### src/rtl/id_ex_stage_pkg.sv
// Shared widths, payload types and helpers for the ID/EX pipeline slot.
//   XLEN     : datapath width
//   REG_W    : register index width
//   ALU_OP_W : ALU operation code width
//   CNT_W    : bubble counter width
package id_ex_stage_pkg;

    localparam int unsigned XLEN     = 32;
    localparam int unsigned REG_W    = 5;
    localparam int unsigned ALU_OP_W = 4;
    localparam int unsigned CNT_W    = 16;

    localparam logic [XLEN-1:0]  WORD_ZERO = '0;
    localparam logic [REG_W-1:0] REG_ZERO  = '0;
    localparam logic [CNT_W-1:0] CNT_ZERO  = '0;
    localparam logic [CNT_W-1:0] CNT_MAX   = '1;

    // Control bits carried alongside an instruction into EX.
    typedef struct packed {
        logic alu_src;
        logic mem_rd;
        logic mem_wr;
        logic reg_wr;
        logic wb_sel;
    } ex_ctrl_t;

    // Complete EX slot contents; rs/rt are kept only for operand forwarding.
    typedef struct packed {
        logic                valid;
        ex_ctrl_t            ctrl;
        logic [REG_W-1:0]    rs;
        logic [REG_W-1:0]    rt;
        logic [REG_W-1:0]    rd;
        logic [XLEN-1:0]     rd1;
        logic [XLEN-1:0]     rd2;
        logic [XLEN-1:0]     imm;
        logic [ALU_OP_W-1:0] alu_op;
    } ex_slot_t;

    localparam ex_ctrl_t CTRL_NOP   = '0;
    localparam ex_slot_t SLOT_RESET = '0;

    // Saturating increment for the bubble counter.
    function automatic logic [CNT_W-1:0] sat_inc(input logic [CNT_W-1:0] cnt);
        return (cnt == CNT_MAX) ? cnt : cnt + CNT_W'(1);
    endfunction

endpackage

### src/rtl/id_ex_stage_fwd_mux.sv
// Operand forwarding selector for one EX source operand.
//   src_idx     : register index the operand was read from
//   stored_data : value latched from the register file at capture
//   exm_*       : EX/MEM producer (highest priority)
//   mwb_*       : MEM/WB producer
//   fwd_data_c  : selected operand (combinational)
module fwd_mux
    import id_ex_stage_pkg::*;
(
    input  logic [REG_W-1:0] src_idx,
    input  logic [XLEN-1:0]  stored_data,
    input  logic             exm_reg_wr,
    input  logic [REG_W-1:0] exm_rd,
    input  logic [XLEN-1:0]  exm_result,
    input  logic             mwb_reg_wr,
    input  logic [REG_W-1:0] mwb_rd,
    input  logic [XLEN-1:0]  mwb_data,
    output logic [XLEN-1:0]  fwd_data_c
);

    // r0 is hard-wired zero, so it never takes a forwarded value.
    always_comb begin
        fwd_data_c = stored_data;
        if (src_idx == REG_ZERO) begin
            fwd_data_c = WORD_ZERO;
        end else if (exm_reg_wr && (exm_rd == src_idx)) begin
            fwd_data_c = exm_result;
        end else if (mwb_reg_wr && (mwb_rd == src_idx)) begin
            fwd_data_c = mwb_data;
        end
    end

endmodule

### src/rtl/id_ex_stage.sv
// ID/EX pipeline register with load-use detection and operand forwarding.
//   clk, rst_n           : clock, async active-low reset
//   id_*                 : decoded instruction presented by ID
//   flush, hold          : squash / freeze the EX slot
//   exm_*, mwb_*         : forwarding sources from later stages
//   stall                : load-use stall request to IF/ID (combinational)
//   ex_*                 : registered EX slot, ex_op_a/b forwarded operands
//   bubble_cnt           : saturating count of load-use bubbles
module id_ex_stage
    import id_ex_stage_pkg::*;
(
    input  logic                clk,
    input  logic                rst_n,
    input  logic                id_valid,
    input  logic [REG_W-1:0]    id_rs,
    input  logic [REG_W-1:0]    id_rt,
    input  logic [REG_W-1:0]    id_rd,
    input  logic [XLEN-1:0]     id_rd1,
    input  logic [XLEN-1:0]     id_rd2,
    input  logic [XLEN-1:0]     id_imm,
    input  logic [ALU_OP_W-1:0] id_alu_op,
    input  logic                id_alu_src,
    input  logic                id_mem_rd,
    input  logic                id_mem_wr,
    input  logic                id_reg_wr,
    input  logic                id_wb_sel,
    input  logic                flush,
    input  logic                hold,
    input  logic                exm_reg_wr,
    input  logic [REG_W-1:0]    exm_rd,
    input  logic [XLEN-1:0]     exm_result,
    input  logic                mwb_reg_wr,
    input  logic [REG_W-1:0]    mwb_rd,
    input  logic [XLEN-1:0]     mwb_data,
    output logic                stall,
    output logic                ex_valid,
    output logic [REG_W-1:0]    ex_rd,
    output logic [XLEN-1:0]     ex_imm,
    output logic [ALU_OP_W-1:0] ex_alu_op,
    output logic                ex_alu_src,
    output logic                ex_mem_rd,
    output logic                ex_mem_wr,
    output logic                ex_reg_wr,
    output logic                ex_wb_sel,
    output logic [XLEN-1:0]     ex_op_a,
    output logic [XLEN-1:0]     ex_op_b,
    output logic [CNT_W-1:0]    bubble_cnt
);

    ex_slot_t         slot_q;
    ex_slot_t         slot_d;
    logic [CNT_W-1:0] cnt_q;
    logic [CNT_W-1:0] cnt_d;
    ex_ctrl_t         id_ctrl;
    logic [XLEN-1:0]  op_a_c;
    logic [XLEN-1:0]  op_b_c;

    assign id_ctrl = '{alu_src: id_alu_src,
                       mem_rd:  id_mem_rd,
                       mem_wr:  id_mem_wr,
                       reg_wr:  id_reg_wr,
                       wb_sel:  id_wb_sel};

    // A load in EX whose destination feeds the instruction in ID.
    assign stall = slot_q.valid && slot_q.ctrl.mem_rd && id_valid &&
                   (slot_q.rd != REG_ZERO) &&
                   ((slot_q.rd == id_rs) || (slot_q.rd == id_rt));

    fwd_mux u_fwd_a (
        .src_idx     (slot_q.rs),
        .stored_data (slot_q.rd1),
        .exm_reg_wr  (exm_reg_wr),
        .exm_rd      (exm_rd),
        .exm_result  (exm_result),
        .mwb_reg_wr  (mwb_reg_wr),
        .mwb_rd      (mwb_rd),
        .mwb_data    (mwb_data),
        .fwd_data_c  (op_a_c)
    );

    fwd_mux u_fwd_b (
        .src_idx     (slot_q.rt),
        .stored_data (slot_q.rd2),
        .exm_reg_wr  (exm_reg_wr),
        .exm_rd      (exm_rd),
        .exm_result  (exm_result),
        .mwb_reg_wr  (mwb_reg_wr),
        .mwb_rd      (mwb_rd),
        .mwb_data    (mwb_data),
        .fwd_data_c  (op_b_c)
    );

    // Slot update: flush beats hold beats load-use bubble beats capture.
    // While held, the stored operands absorb any forwarded value so that a
    // producer retiring during the freeze is not lost.
    always_comb begin
        slot_d = slot_q;
        cnt_d  = cnt_q;
        if (flush) begin
            slot_d.valid = 1'b0;
            slot_d.ctrl  = CTRL_NOP;
        end else if (hold) begin
            slot_d.rd1 = op_a_c;
            slot_d.rd2 = op_b_c;
        end else if (stall) begin
            slot_d.valid = 1'b0;
            slot_d.ctrl  = CTRL_NOP;
            cnt_d        = sat_inc(cnt_q);
        end else begin
            slot_d.valid  = id_valid;
            slot_d.ctrl   = id_valid ? id_ctrl : CTRL_NOP;
            slot_d.rs     = id_rs;
            slot_d.rt     = id_rt;
            slot_d.rd     = id_rd;
            slot_d.rd1    = id_rd1;
            slot_d.rd2    = id_rd2;
            slot_d.imm    = id_imm;
            slot_d.alu_op = id_alu_op;
        end
    end

    // Slot and counter state.
    always_ff @(posedge clk or negedge rst_n) begin
        if (!rst_n) begin
            slot_q <= SLOT_RESET;
            cnt_q  <= CNT_ZERO;
        end else begin
            slot_q <= slot_d;
            cnt_q  <= cnt_d;
        end
    end

    assign ex_valid   = slot_q.valid;
    assign ex_rd      = slot_q.rd;
    assign ex_imm     = slot_q.imm;
    assign ex_alu_op  = slot_q.alu_op;
    assign ex_alu_src = slot_q.ctrl.alu_src;
    assign ex_mem_rd  = slot_q.ctrl.mem_rd;
    assign ex_mem_wr  = slot_q.ctrl.mem_wr;
    assign ex_reg_wr  = slot_q.ctrl.reg_wr;
    assign ex_wb_sel  = slot_q.ctrl.wb_sel;
    assign ex_op_a    = op_a_c;
    assign ex_op_b    = op_b_c;
    assign bubble_cnt = cnt_q;

endmodule

### config.mk
export PLATFORM = sky130hd
export DESIGN_NAME = id_ex_stage
export DESIGN_NICKNAME = d
export VERILOG_FILES = /design/src/rtl/id_ex_stage_pkg.sv /design/src/rtl/id_ex_stage_fwd_mux.sv /design/src/rtl/id_ex_stage.sv
export SDC_FILE = /design/constraint.sdc
export NUM_CORES = 1
export LEC_CHECK = 0
export ABC_AREA = 1
export CORE_UTILIZATION = 59
export CTS_CLUSTER_DIAMETER = 150
export CTS_CLUSTER_SIZE = 20
export DETAILED_ROUTE_END_ITERATION = 6
export DONT_BUFFER_PORTS = 1
export GPL_TIMING_DRIVEN = 0
export PLACE_DENSITY = 0.81
export SLEW_MARGIN = 5
export SYNTH_ARGS = -nofsm -noshare
export SYNTH_HDL_FRONTEND = slang
export SYNTH_HIERARCHICAL = 1
export SYNTH_SLANG_ARGS = --single-unit
export TNS_END_PERCENT = 5
### constraint.sdc
create_clock -name clk -period 1.6 [get_ports clk]
set_input_delay 0.32 -clock clk [delete_from_list [all_inputs] [get_ports clk]]
set_output_delay 0.32 -clock clk [all_outputs]
set_load 0.02 [all_outputs]
* After elaboration in Yosys (flattened, before gate mapping)
Index checks and enable logic that the tools add are counted.
** Storage, ports and cells
- Logic and storage cells :: 55
- Register bits after elaboration :: 137
- Bits of input ports :: 201
** Operators by class
- Reductions and logical operators :: 15
- Eq/ne operators :: 9
- Multiplexer cells :: 12
- Bitwise logic cells :: 4
- Add/subtract/negate cells :: 1
** Operators by type and width (count)
- two-way mux 32 bit :: 6
- two-way mux 115 bit :: 1
- two-way mux 64 bit :: 1
- == test 5 bit :: 6
- two-way mux 21 bit :: 1
- adder 16 x 1 -> 16 bit (second input constant) :: 1
- == test 16 bit (second input constant) :: 1
- two-way mux 6 bit :: 2
- logical NOT 5 bit :: 2
- logical AND 1 bit :: 8
- two-way mux 5 bit :: 1
- nonzero test 5 bit :: 1
- != test 2 bit (second input constant) :: 2
- inverter 1 bit :: 4
- AND reduction 4 bit :: 1
- AND reduction 3 bit :: 1
- AND reduction 2 bit :: 1
- logical OR 1 bit :: 1

* Logic depth before layout (Yosys ltp)
- Depth after elaboration :: 7
- Depth in mapped cells :: 14

* By module
Netlist, hierarchy kept.
** Modules (own cells, without submodules)
- id_ex_stage :: cells an instance 956, area each 7126.8 um^2, times used 1
- fwd_mux :: cells an instance 299, area each 1411.4 um^2, times used 2

* Worst setup path after synthesis
Ideal clock, no wire load.
- Path kind :: reg-to-reg
- Start point :: reg cnt_q[0] (netlist: bubble_cnt[0])
- End point :: reg cnt_q[13] (netlist: bubble_cnt[13])
- Path buffers :: 1
- Data arrival time :: 1.681 ns
- Setup slack :: -0.146 ns
- Library setup time :: 0.065 ns
- Cell stages (with the launch flop) :: 10
- Required time :: 1.535 ns
- Period minus slack after synthesis :: 1.746 ns
- Cells stage by stage :: dfrtp_1 > ha_1 > nand3_1 > inv_1 > nand2_1 > o21ai_2 > nand3b_4 > buf_4 > nand2_1 > nand2_1
** Between the ends
- Cells in the longest elaborated chain, start to end :: 3
- Elaborated cells on any way between the ends :: 4
** Ends and longest elaborated chain
- from (decl) :: line id_ex_stage.sv:52 : logic [CNT_W-1:0] cnt_q;
- from (signal assigned) :: line id_ex_stage.sv:129 : cnt_q <= cnt_d;
- parallel branches: the longest is 3 deep, another holds adder 16 x 1 -> 16 bit
Several ways; the timed one is not identified.
A chain may end at the register's enable or synchronous reset.

* Final worst setup path
- Start point :: reg slot_q[105] (netlist bit)
- End point :: out ex_op_b[23]
** Between the ends
- Cells in the longest elaborated chain, start to end :: 5
- Elaborated cells on any way between the ends :: 8
** Ends and longest elaborated chain
- from (decl) :: line id_ex_stage.sv:50 : ex_slot_t slot_q;
- from (signal assigned) :: line id_ex_stage.sv:128 : slot_q <= slot_d;
- == test 5 bit :: line id_ex_stage_fwd_mux.sv:28 : end else if (mwb_reg_wr && (mwb_rd == src_idx)) begin
- logical AND 1 bit :: line id_ex_stage_fwd_mux.sv:28
- two-way mux 32 bit :: line id_ex_stage_fwd_mux.sv:28
- two-way mux 32 bit :: line id_ex_stage_fwd_mux.sv:26 : end else if (exm_reg_wr && (exm_rd == src_idx)) begin
- two-way mux 32 bit * :: line id_ex_stage_fwd_mux.sv:24 : if (src_idx == REG_ZERO) begin
- to (decl) :: line id_ex_stage.sv:46 : output logic [XLEN-1:0] ex_op_b,
Every way passes the cells marked *; elsewhere a longest branch is shown, timed or not.

==> metrics.md <==
| Metric | Value |
|---|---|
| Critical Path Fanout Max | 8 |
| Sequential element share of the synthesized area | 0.345 |
| Worst vdd rail ir drop | 0.000828 V |
| N_diodes | 0 |
| Die width | 132 um |
| CTS Sinks | 137 |
| Synth Warn # | 6 |
| DR pass1 iterations | 7 |
| Crit path required time | 1.28 ns |
| Core Area | 16500 um2 |
| Fin util | 0.728 |
| Failing checks | design-rule violations, negative hold slack, negative setup slack |
| DR DRC count | 1 |
| Port Buffers | 0 |
| WHS | -0.415 ns |
| Post-synth cell types | 30 |
| Final clock skew | 0.0140 ns |
| Worst Tran Pin Value | 0.656 ns |
| Syn avg cell area | 6.40 um2 |
| PD cells | 1000 nW/um2 |
| Bufs and invs on worst path | 5 |
| Number of global-route vias before repair | 9682 |
| Initial antenna violation count | 0 |
| Slew Limit Fails | 0 |
| Num CTS Buffers | 17 |
| Via count | 10.4k |
| Crit path max-delay family | simple AND/OR/NAND/NOR gates |
| Total gr overflow | 0 |
| Outcome | finished, violations left |
| CP max stage delay | 0.46 ns |
| Setup TNS | -74.14 ns |
| Crit-path slowest cell | dfrtp_2 |
| Final Critical Period | 2.42 ns |
| Leakage power | 6.65 nW |
| Final period utilization | 1.51 |
| RSZ-0062 raised after global routing | yes |
| Max Cap Violations | 0 |
| H-tree Lvls | 4 |
| Slew headroom | 0.563 |
| Clock root buffer | clkbuf_16 |
| CTS tree | yes |
| CTS Buffer Depth | 2 |
| Crit path arrival time | 2.10 ns |
| Wirelength per Cell | 18.2 um |
| Std-Cell Rows | 47 |
| Min-Delay Path Class | in2async |
| RePlAce Congestion | 0.930 |
| # IOs | 329 |
| Routed vias/inst | 5.58 |
| First-pass GRT wire length | 50500 um |
| Finished Cell Area | 12000 um2 |
| Worst setup SP type | flip-flop |
| CP Cell Sequence | buf_6, inv_2, nor2_1, nor2_4, nand3_4, buf_12, buf_8, nor2_2, nor2_1, nand2_1, inv_2 |
| Number of synthesized register bits | 137 |
| Clk Latency, worst-skew pair | 0.43 ns |
| Syn Std Cell Area | 9950 um2 |
| Post-DP HPWL | 23500 um |
| Area after DPL | 10200 um2 |
| Crit Path Category | reg2out |
| Setup slack, reg-to-reg | -0.42 ns |
| Fin nets | 1830 |
| Net count after synthesis | 1756 |
| Area Growth Syn to Fin | 20.9% |
| Fraction of layout cells with a size suffix above 1 | 0.259 |
| Critical Path End Type | primary output |
| Full die area | 17400 um2 |
| Initial Util | 0.602 |
| Clock transition at path regs | 0.07 ns |
| Synth Instances | 1554 |
| Setup Viol. Count Final | 196 |
| Total power | 12.1 mW |
| Final Hold Vio Count | 137 |
| Largest net degree at the start of global routing | 138 |
| Fin worst setup slack | -0.817 ns |
| Final WL | 33900 um |
| Drt initial violations | 862 |
| F_max | 414 MHz |
| Chip Height | 132 um |
| Hold_buf cts | 7 |
| GRT Util Overall | 0.375 |
| ANT nets after route | 0 |
timing repair:
action	in CTS	in global routing
setup endpoints to repair	202	202
endpoints found under the hold margin	148	137
pin swaps	46	23
gates cloned	5	6
buffers inserted	23	14
resized for setup	169	70
state kept, by name (all words and copies together) (netlist names):
register / flops
ex_alu_src: 1
ex_imm: 32
ex_alu_op: 4
slot_q: 74
ex_wb_sel: 1
ex_valid: 1
ex_reg_wr: 1
ex_mem_wr: 1
bubble_cnt: 16
ex_mem_rd: 1
ex_rd: 5
cells in the final DEF (no fill, tap or decap), drive strengths merged, types with 3 or more instances in the layout:
cell | synthesis | routed
clkinv | 1 | 3
dfrtp | 137 | 137
nand2 | 646 | 646
xnor2 | 6 | 6
xor2 | 10 | 10
nor2 | 159 | 159
clkbuf | 14 | 35
nand3 | 150 | 152
inv | 170 | 178
dlygate4sd3 | 0 | 7
buf | 117 | 159
nand3b | 6 | 6
nand4 | 69 | 69
o21ai | 59 | 59
clkinvlp | 0 | 3
nor3 | 9 | 9
Yosys cell counts:
| library cell | number | area, um2 |
|---|---|---|
| buf_1 | 6 | 22.5 |
| buf_2 | 41 | 205 |
| buf_4 | 49 | 368 |
| buf_6 | 21 | 236 |
| clkbuf_1 | 14 | 52.6 |
| clkinv_1 | 1 | 3.75 |
| dfrtp_1 | 137 | 3430 |
| ha_1 | 1 | 12.5 |
| inv_1 | 155 | 582 |
| inv_2 | 15 | 56.3 |
| nand2_1 | 644 | 2420 |
| nand2_2 | 1 | 6.26 |
| nand2_4 | 1 | 11.3 |
| nand3_1 | 145 | 726 |
| nand3_2 | 1 | 10.0 |
| nand3_4 | 4 | 70.1 |
| nand3b_1 | 5 | 37.5 |
| nand3b_4 | 1 | 20.0 |
| nand4_1 | 69 | 432 |
| nor2_1 | 113 | 424 |
| nor2_2 | 40 | 250 |
| nor2_4 | 6 | 67.6 |
| nor3_1 | 5 | 25.0 |
| nor3_2 | 3 | 30.0 |
| nor3_4 | 1 | 16.3 |
| o21ai_0 | 30 | 150 |
| o21ai_1 | 28 | 140 |
| o21ai_2 | 1 | 8.76 |
| xnor2_1 | 6 | 52.6 |
| xor2_1 | 10 | 87.6 |
final cells by class:
class | count | area, um2
repair buffers | 53 | 648
fillers | 1387 | 4490
clock inverters | 15 | 183
well taps | 220 | 275
clock buffers | 17 | 425
multi-input cells | 1117 | 5350
plain buffers | 131 | 1050
flip-flops and latches | 137 | 3450
inverters | 171 | 654
layer usage:
layer | vias to the layer above | wire (um) | track usage
met2 | 618 | 16900 | 0.646
met1 | 4742 | 12200 | 0.429
met4 | 0 | 1290 | 0.167
li1 | 4911 | - | -
met3 | 107 | 3580 | 0.113
met5 | - | 0 | 0
metrics by stage:
step | setup slack [ns] | std cells
finish | -0.817 | 1861
detailed placement | -0.512 | 1774
global route | -0.849 | 1861
CTS | -0.682 | 1841
global placement | -0.504 | 1774
floorplan | 0.00793 | 1554
cells by family after synthesis:
group | after synthesis | share of synthesized area
AO/OA/AOI/OAI | 59 | 0.0301
XOR/XNOR | 16 | 0.0141
adder cells (fa/ha/maj) | 1 | 0.00126
buffers and inverters | 302 | 0.153
flip-flops | 137 | 0.345
AND/OR/NAND/NOR | 1039 | 0.457
power by group:
group / internal (mW) / leakage (nW) / switching, mW
registers: 3.86 / 1.72 / 0.307
logic: 1.35 / 4.64 / 2.47
clock network: 2.36 / 0.288 / 1.74
total: 7.57 / 6.65 / 4.52
final timing paths:
| path | from | end | cells past startpoint |
|---|---|---|---|
| min reg2reg | slot_q[52] | slot_q[52] | 2 |
| max | slot_q[105] | ex_op_b[23] | 11 |
| min in group clk | id_imm[30] | ex_imm[30] | 2 |
| max reg2reg | slot_q[105] | slot_q[59] | 15 |
| min | rst_n | slot_q[92] | 0 |
| max in group asynchronous | rst_n | bubble_cnt[8] | 0 |
Power figures use the tool's default switching activity.
